<file path="config.mk">
export PLATFORM = sky130hd
export DESIGN_NAME = carry_select_adder8_flat
export DESIGN_NICKNAME = d
export VERILOG_FILES = /design/src/rtl/carry_select_adder8_if.sv /design/src/rtl/carry_select_adder8.sv /design/src/flat_wrapper.sv
export SDC_FILE = /design/constraint.sdc
export NUM_CORES = 1
export LEC_CHECK = 0
export CAP_MARGIN = 5
export CORE_MARGIN = 5
export CORE_UTILIZATION = 34
export DETAILED_ROUTE_END_ITERATION = 10
export PLACE_DENSITY = 0.77
export RECOVER_POWER = 50
export SYNTH_ARGS = -nofsm -noshare
export SYNTH_HDL_FRONTEND = slang
export SYNTH_SLANG_ARGS = --single-unit
</file>
<file path="constraint.sdc">
create_clock -name clk -period 4.4 [get_ports clk]
set_clock_uncertainty 0.05 [all_clocks]
set_input_delay 0.88 -clock clk [delete_from_list [all_inputs] [get_ports clk]]
set_output_delay 0.88 -clock clk [all_outputs]
set_load 0.05 [all_outputs]
</file>
<file path="src/rtl/carry_select_adder8_if.sv">
// Operand/result bundle for carry_select_adder8.
// OVF is present only when CSA8_OVF_EN is defined.
interface carry_select_adder8_if;
  logic [7:0] A;
  logic [7:0] B;
  logic       Cin;
  logic [7:0] S;
  logic       Cout;
`ifdef CSA8_OVF_EN
  logic       OVF;

  modport master (output A, output B, output Cin, input S, input Cout, input OVF);
  modport slave  (input A, input B, input Cin, output S, output Cout, output OVF);
`else
  modport master (output A, output B, output Cin, input S, input Cout);
  modport slave  (input A, input B, input Cin, output S, output Cout);
`endif
endinterface

</file>
<file path="src/rtl/carry_select_adder8.sv">
// Registered 8-bit carry-select adder: ripple low nibble selects a precomputed high nibble.
// Define CSA8_OVF_EN to add the registered signed-overflow output OVF.
module carry_select_adder8 (
  input logic                 clk,
  input logic                 rst,
  carry_select_adder8_if.slave bus
);

  // Returns {carry_out, sum[3:0]} of a 4-bit ripple of full adders.
  function automatic logic [4:0] rca4(input logic [3:0] a, input logic [3:0] b,
                                      input logic ci);
    logic [4:0] c;
    logic [3:0] s;
    c[0] = ci;
    for (int i = 0; i < 4; i++) begin
      s[i]     = a[i] ^ b[i] ^ c[i];
      c[i+1]   = (a[i] & b[i]) | (c[i] & (a[i] ^ b[i]));
    end
    return {c[4], s};
  endfunction

  logic [4:0] lo_res;
  logic [4:0] hi0_res;
  logic [4:0] hi1_res;
  logic [3:0] s_lo;
  logic [3:0] s_hi;
  logic       c4;
  logic       c8;

  always_comb begin
    lo_res  = rca4(bus.A[3:0], bus.B[3:0], bus.Cin);
    hi0_res = rca4(bus.A[7:4], bus.B[7:4], 1'b0);
    hi1_res = rca4(bus.A[7:4], bus.B[7:4], 1'b1);
    s_lo    = lo_res[3:0];
    c4      = lo_res[4];
    s_hi    = c4 ? hi1_res[3:0] : hi0_res[3:0];
    c8      = c4 ? hi1_res[4]   : hi0_res[4];
  end

  logic [7:0] s_q;
  logic       cout_q;

  always_ff @(posedge clk) begin
    if (rst) begin
      s_q    <= 8'h00;
      cout_q <= 1'b0;
    end else begin
      s_q    <= {s_hi, s_lo};
      cout_q <= c8;
    end
  end

  assign bus.S    = s_q;
  assign bus.Cout = cout_q;

`ifdef CSA8_OVF_EN
  logic ovf;
  logic ovf_q;

  assign ovf = (bus.A[7] == bus.B[7]) && (s_hi[3] != bus.A[7]);

  always_ff @(posedge clk) begin
    if (rst) ovf_q <= 1'b0;
    else     ovf_q <= ovf;
  end

  assign bus.OVF = ovf_q;
`endif

endmodule

</file>
<file path="src/flat_wrapper.sv">
// flat-port wrapper written by rule: the top's interface ports become plain ports
module carry_select_adder8_flat 
  (clk, rst, bus_A, bus_B, bus_Cin, bus_S, bus_Cout);
  carry_select_adder8_if bus_i ();
  input logic clk;
  input logic rst;
  input wire logic [$bits(bus_i.A)-1:0] bus_A;
  input wire logic [$bits(bus_i.B)-1:0] bus_B;
  input wire logic [$bits(bus_i.Cin)-1:0] bus_Cin;
  output wire logic [$bits(bus_i.S)-1:0] bus_S;
  output wire logic [$bits(bus_i.Cout)-1:0] bus_Cout;
  assign bus_i.A = bus_A;
  assign bus_i.B = bus_B;
  assign bus_i.Cin = bus_Cin;
  assign bus_S = bus_i.S;
  assign bus_Cout = bus_i.Cout;
  carry_select_adder8 u_core (.clk(clk), .rst(rst), .bus(bus_i));
endmodule
</file>
==> summary.md, run 1 <==
| Metric | Value |
|---|---|
| # diodes | 0 |
| First DRT Iteration DRCs | 0 |
| # fillers | approximately 110 |
| Gr ovfl total | 0 |
| Most used routing layer | met2 |
| Yosys warns | 0 |
| CP Class | in2reg |
| Lkg Pwr | approximately 0.00036 µW |
| Yosys reg bits | 9 |
| Hold Path Class | in2reg |
| Clock Power Share | 24.7% |
| Required @ worst endpoint | 4540 ps |
| Relative slew slack | 66.13% |
| FP Rows | 13 |
| Largest net degree at the start of global routing | 10 |
| Initial antenna violation count | 0 |
| WL/cell | 10.77 µm |
| Combinational group share of total power | 38.5% |
| Final setup TNS | 0 ps |
| Die width | about 46 µm |
| Mapped Area | around 450 µm² |
| Vias in the first global route | 379 |
| Area occupied by multi-input gates | 232.7 µm² |
| Met2 GRT Util | 16.48% |
| H-tree levels | 1 |
| Worst VDD drop | 0.0001135 V |
| Hold Worst Slack | roughly 1300 ps |
| CTS tree | done |
| Worst-margin pin slew | 506.4 ps |
| GRT Resource Usage Total | around a tenth |
| Remaining DRCs | 0 |
| Antenna viol nets, final | 0 |
| Final nets | 100 |
| Starting density of the core | 35.50% |
| Sequential element share of the synthesized area | 40.00% |
| Final Setup Violations | 0 |
| Area occupied by registers | 180.2 µm² |
| Area delta synth->final | 71.67% |
| Syn_area_per_cell | 11.55 µm² |
| Clock-pin slew on the worst setup and hold paths | 60 ps |
| M3 GR Usage | 4.297% |
| Max_cap viols | 0 |
| Die H | 46.40 µm |
| Final Util | between 60% and 70% |
| Switching power | 85.90 µW |
| Sw frac | 33.81% |
| DRT Pass-1 Iters | 1 |
| Bufs on Longest Clock Path | 2 |
| RSZ-0062 raised after global routing | false |
| PwrDens | 328.6 mW/mm² |
| Critical Path End Type | register |
| Post-synthesis cell count | 39 |
| Worst-path fanout max | 2 |
| Reg power frac | between 30% and 40% |
| TritonCTS Buffers | 3 |
| First-pass GRT wire length | 1.511 mm |
| Minimum clock period | between 4000 and 5000 ps |
| P_int | 168.2 µW |
| GR Layer Usage met1 | a little under an eighth |
| Startpoint types | input port |
| Unique masters post-synth | 9 |
| Net count after synthesis | 67 |
| Share of post-route cells with drive strength above 1 | 7.042% |
| PostCTS Resize Cnt | 0 |
| Max-slew violations | 0 |
| Clk sinks | 9 |
| Fin. Hold Viols | 0 |
| Setup bufs post-CTS | 0 |
| Drt total wl | 926 µm |
| Root buf cell | clkbuf_4 |
| Status | complete, no violations |
| IO Port Bufs | 27 |
| # hold bufs at CTS | 0 |
| Worst Path Arrival | 4290 ps |
| I/O Pins | 28 |
| Via/cell ratio | between 4 and 5 |
| Post-DP HPWL | 779.6 µm |
| RePlAce Congestion | about 0.67 |
| Via count | 351 |
| Die ar. | between 0.002 and 0.0025 mm² |
| Max frequency | 0.2408 GHz |
| Final cycle utilization of the critical path | 94.37% |
| Core ar. | 0.001269 mm² |
through the flow:
stage | cells | setup slack [ps] | cell area [µm²] | power [µW]
finish | 86 | 247.5 | 773.2 | 254.1
global route | 86 | 59.58 | 773.2 | 272.5
CTS | 86 | 227.7 | 773.2 | 262.4
detailed placement | 82 | -37.73 | 747.0 | 197.5
global placement | 82 | -1.433 | 747.0 | 195.6
floorplan | 39 | 546.1 | 450.4 | 153.1
critical path: stages:
cell and delay, ps:
clkdlybuf4s50_1 440, fa_1 450, fa_1 360, inv_1 70
fa_1 160, inv_1 50, fa_1 390, mux2i_1 160
fa_1 390, fa_1 360, inv_1 70, fa_1 400
nor2_1 100
placed cells by master (no fill, tap or decap), drive strengths merged:
cell type / count
clkbuf: 4
clkdlybuf4s50: 20
dfxtp: 9
nor2: 4
mux2i: 1
dlygate4sd3: 7
xnor2: 1
ha: 2
inv: 10
buf: 1
fa: 7
nor2b: 5
area by class of cell:
cell class              instances  area share (%)
repair buffers                 28           35.92
multi-input cells              20           30.10
flip-flops and latches          9           23.30
inverters                      10           4.854
clock buffers                   4           3.398
well taps                      15           2.427
Yosys cell counts:
library cell / number / area share (%)
mux2i_1: 1 / 2.2
nor2_1: 3 / 2.5
xnor2_1: 1 / 1.9
nor2b_1: 5 / 6.9
dfxtp_1: 9 / 40
ha_1: 2 / 5.6
nor2_2: 1 / 1.4
inv_1: 10 / 8.3
fa_1: 7 / 31
metal layers:
layer	vias up	routed length (µm)	share of wire, %
met5	-	0	0
met4	0	0	0
met3	0	130	14
met2	16	434	47
met1	161	361	39
li1	174	-	-
cell families (layout without fill, tap and decap cells):
kind of cell / after synthesis / after routing / share of synthesized area [%]
and+or+nand+nor: 9 / 9 / 10.83
xor gates and xnor gates: 1 / 1 / 1.945
muxes: 1 / 1 / 2.222
buffers and inverters: 10 / 42 / 8.334
DFF: 9 / 9 / 40.00
adders and majority gates: 9 / 9 / 36.66
power by group through the flow:
stage                     Clock (µW)  Sequential [µW]  Combinational, µW
final                           62.6             93.7               97.8
after floorplan                    0              132               21.2
after global placement             0             95.7               99.9
after detailed placement           0             95.8                102
after CTS                       65.9             94.2                102
after global routing            70.6             94.8                107
flip-flops by register name, indices dropped and copies added (netlist names):
signal	flops
u_core.bus.Cout	1
u_core.bus.S	8
final timing paths:
kind                                          to  slack [ps]     start  depth (start not counted)
worst min-delay path  u_core.bus.S[7]$_SDFF_PP0_        1270  bus_A[7]                          4
worst max-delay path  u_core.bus.S[7]$_SDFF_PP0_         250   bus_Cin                         13
Power figures use the tool's default switching activity.
==> run 2: changes to the inputs <==
--- a/config.mk
+++ b/config.mk
@@ -8,6 +8,7 @@
 export CAP_MARGIN = 5
 export CORE_MARGIN = 5
 export CORE_UTILIZATION = 34
+export CTS_CLUSTER_DIAMETER = 150
 export DETAILED_ROUTE_END_ITERATION = 10
 export PLACE_DENSITY = 0.77
 export RECOVER_POWER = 50
==> constraint.sdc (replaced) <==
create_clock -name clk -period 4.77 [get_ports clk]
set_clock_uncertainty 0.05 [all_clocks]
set_input_delay 0.954 -clock clk [delete_from_list [all_inputs] [get_ports clk]]
set_output_delay 0.954 -clock clk [all_outputs]
set_load 0.05 [all_outputs]
==> run 2 against run 1 <==
Effect of this change:
- via count is 0.85% higher
- count of clock-buffer cells in the layout stayed put
- design area is 0.97% lower
- worst hold slack better by 89 ps
- clock power is 9.9% lower
- die area stayed put
- largest power group unchanged
- total power is 8.4% lower
- combinational power is 8.0% lower
- global-route usage is 0.15 points lower
- flip-flop and latch count stayed put
==> summary.md, run 2 (same netlist as run 1, synthesis figures left out) <==
| Metric | Value |
|---|---|
| # hold bufs at CTS | 0 |
| Hold EP | u_core.bus.S[7]$_SDFF_PP0_ |
| Worst-path fanout max | 2 |
| Critical hold path startpoint | bus_A[7] |
| Most frequent cells in the layout | clkdlybuf4s50_1, inv_1, dfxtp_1, dlygate4sd3_1, fa_1 |
| Max frequency | 0.2291 GHz |
| CP Cell Sequence | dlygate4sd3_1 > fa_1 > fa_1 > inv_1 > fa_1 > inv_1 > fa_1 > mux2i_1 > fa_1 > fa_1 > inv_1 > fa_1 > nor2_1 |
| TritonCTS Buffers | 3 |
| Worst VDD drop | approximately 0.00013 V |
| Hold Path Class | in2reg |
| Root buf cell | clkbuf_4 |
| RSZ-0062 raised after global routing | false |
| CP max stage cell | dlygate4sd3_1 |
| Die H | ~46 µm |
| WP buf/inv | 4 |
| Clock-pin slew on the worst setup and hold paths | 60 ps |
| Vias in the first global route | 352 |
| CP Class | in2reg |
| Area delta synth->final | 70.00% |
| Final cycle utilization of the critical path | 91.50% |
| # placed instances | 81 |
| Fin. Hold Viols | 0 |
| Share of post-route cells with drive strength above 1 | ~5.7% |
| Die width | 46.40 µm |
| Drt total wl | 985 µm |
| Setup bufs post-CTS | 0 |
| Most frequent CP cell | fa_1 |
| Cell depth of the worst setup path | 13 |
| Status | complete, no violations |
| Relative slew slack | 66.15% |
| Placed Area | between 700 and 800 µm² |
| Lkg Pwr | 0.0003513 µW |
| # diodes | 0 |
| Max-slew violations | 0 |
| Gr ovfl total | 0 |
| First-pass GRT wire length | ~1.5 mm |
| Core ar. | around 0.0013 mm² |
| Final Setup Violations | 0 |
| Antenna viol nets, final | 0 |
| Max stage delay on crit path | approximately 570 ps |
| Hold Worst Slack | 1363 ps |
| Minimum clock period | ~4400 ps |
| WL/cell | 11.59 µm |
| Initial antenna violation count | 0 |
| RePlAce Congestion | between 0.6 and 0.7 |
| Final Non-Filler Cells | 85 |
| Hold Path Cell Cnt | 4 |
| Family with the most delay on the worst path | adder cells |
| H-tree levels | 1 |
| Max FFs per register | 8 |
| CTS tree | done |
| Remaining DRCs | 0 |
| Max_cap viols | 0 |
| Largest net degree at the start of global routing | 10 |
| Via count | roughly 350 |
| PwrDens | 304.1 mW/mm² |
| Worst Path Arrival | approximately 4500 ps |
| DRT Pass-1 Iters | 1 |
| Final setup TNS | 0 ps |
| Via/cell ratio | 4.165 |
| First DRT Iteration DRCs | 0 |
| Critical Path End Type | register |
| GRT Resource Usage Total | 10.40% |
| Startpoint types | input port |
| I/O Pins | 28 |
| IO Port Bufs | 27 |
| PostCTS Resize Cnt | 0 |
| Post-DP HPWL | 860.5 µm |
| Required @ worst endpoint | 4900 ps |
| Bufs on Longest Clock Path | 2 |
| Starting density of the core | 35.50% |
| Die ar. | 0.002153 mm² |
| Final nets | 99 |
| Worst-margin pin slew | 506.2 ps |
| Commonest non-fill, non-tap cell in the layout | clkdlybuf4s50_1 |
| Clk sinks | 9 |
| FP Rows | 13 |
| Finished layout cell area | 765.7 µm² |
[run 2: changes by cell type in the layout (fill, tap and decap cells not counted), sizes merged]
cell | before | now
clkdlybuf4s50 | 20 | 19
buf | 1 | 0
dlygate4sd3 | 7 | 8
[run 2: how the worst max path moves through the flow]
| stage | startpoint | endpoint |
|---|---|---|
| after floorplan | bus_Cin | u_core.bus.S[7]$_SDFF_PP0_ |
| after global placement | bus_Cin | u_core.bus.S[7]$_SDFF_PP0_ |
| after detailed placement | bus_Cin | u_core.bus.S[7]$_SDFF_PP0_ |
| after CTS | bus_Cin | u_core.bus.S[7]$_SDFF_PP0_ |
| after global routing | bus_B[0] | u_core.bus.S[7]$_SDFF_PP0_ |
| final | bus_B[0] | u_core.bus.S[7]$_SDFF_PP0_ |
[run 2: through the flow]
step           util [%]  setup WS [ps]  total power, µW
3_5_place_dp      58.28          222.7            182.0
5_1_grt           60.36          215.7            245.2
3_3_place_gp      58.28          276.5            179.0
4_1_cts           60.36          477.4            239.2
6_report          60.36          405.7            232.9
2_1_floorplan         -          842.1            141.2
[run 2: layer usage]
layer | vias to the layer above | GRT usage (%) | share of wire (%)
li1 | 173 | - | -
met1 | 165 | 12.65 | 36
met2 | 16 | 16.48 | 50
met3 | 0 | 4.297 | 14
met4 | 0 | 3.409 | 0
met5 | - | 0 | 0
[run 2: power by group]
group	total (µW)	switching (µW)	leakage, µW	internal, µW
clock network	56.4	24.4	0.0000150	32.1
registers	86.4	1.94	0.0000750	84.5
logic	90.0	52.2	0.000261	37.8
[run 2: area by class of cell]
| cell class | count | area, µm² |
|---|---|---|
| clock buffers | 4 | 26.28 |
| repair buffers | 27 | 270.3 |
| well taps | 15 | 18.77 |
| inverters | 10 | 37.54 |
| flip-flops and latches | 9 | 180.2 |
| fillers | 116 | 503.0 |
| multi-input cells | 20 | 232.7 |
==> run 3: changes to the inputs <==
--- a/config.mk
+++ b/config.mk
@@ -8,7 +8,6 @@
 export CAP_MARGIN = 5
 export CORE_MARGIN = 5
 export CORE_UTILIZATION = 34
-export CTS_CLUSTER_DIAMETER = 150
 export DETAILED_ROUTE_END_ITERATION = 10
 export PLACE_DENSITY = 0.77
 export RECOVER_POWER = 50
==> results of run 3 <==
No change in the layout: final DEF, timing and power equal those of run 2.
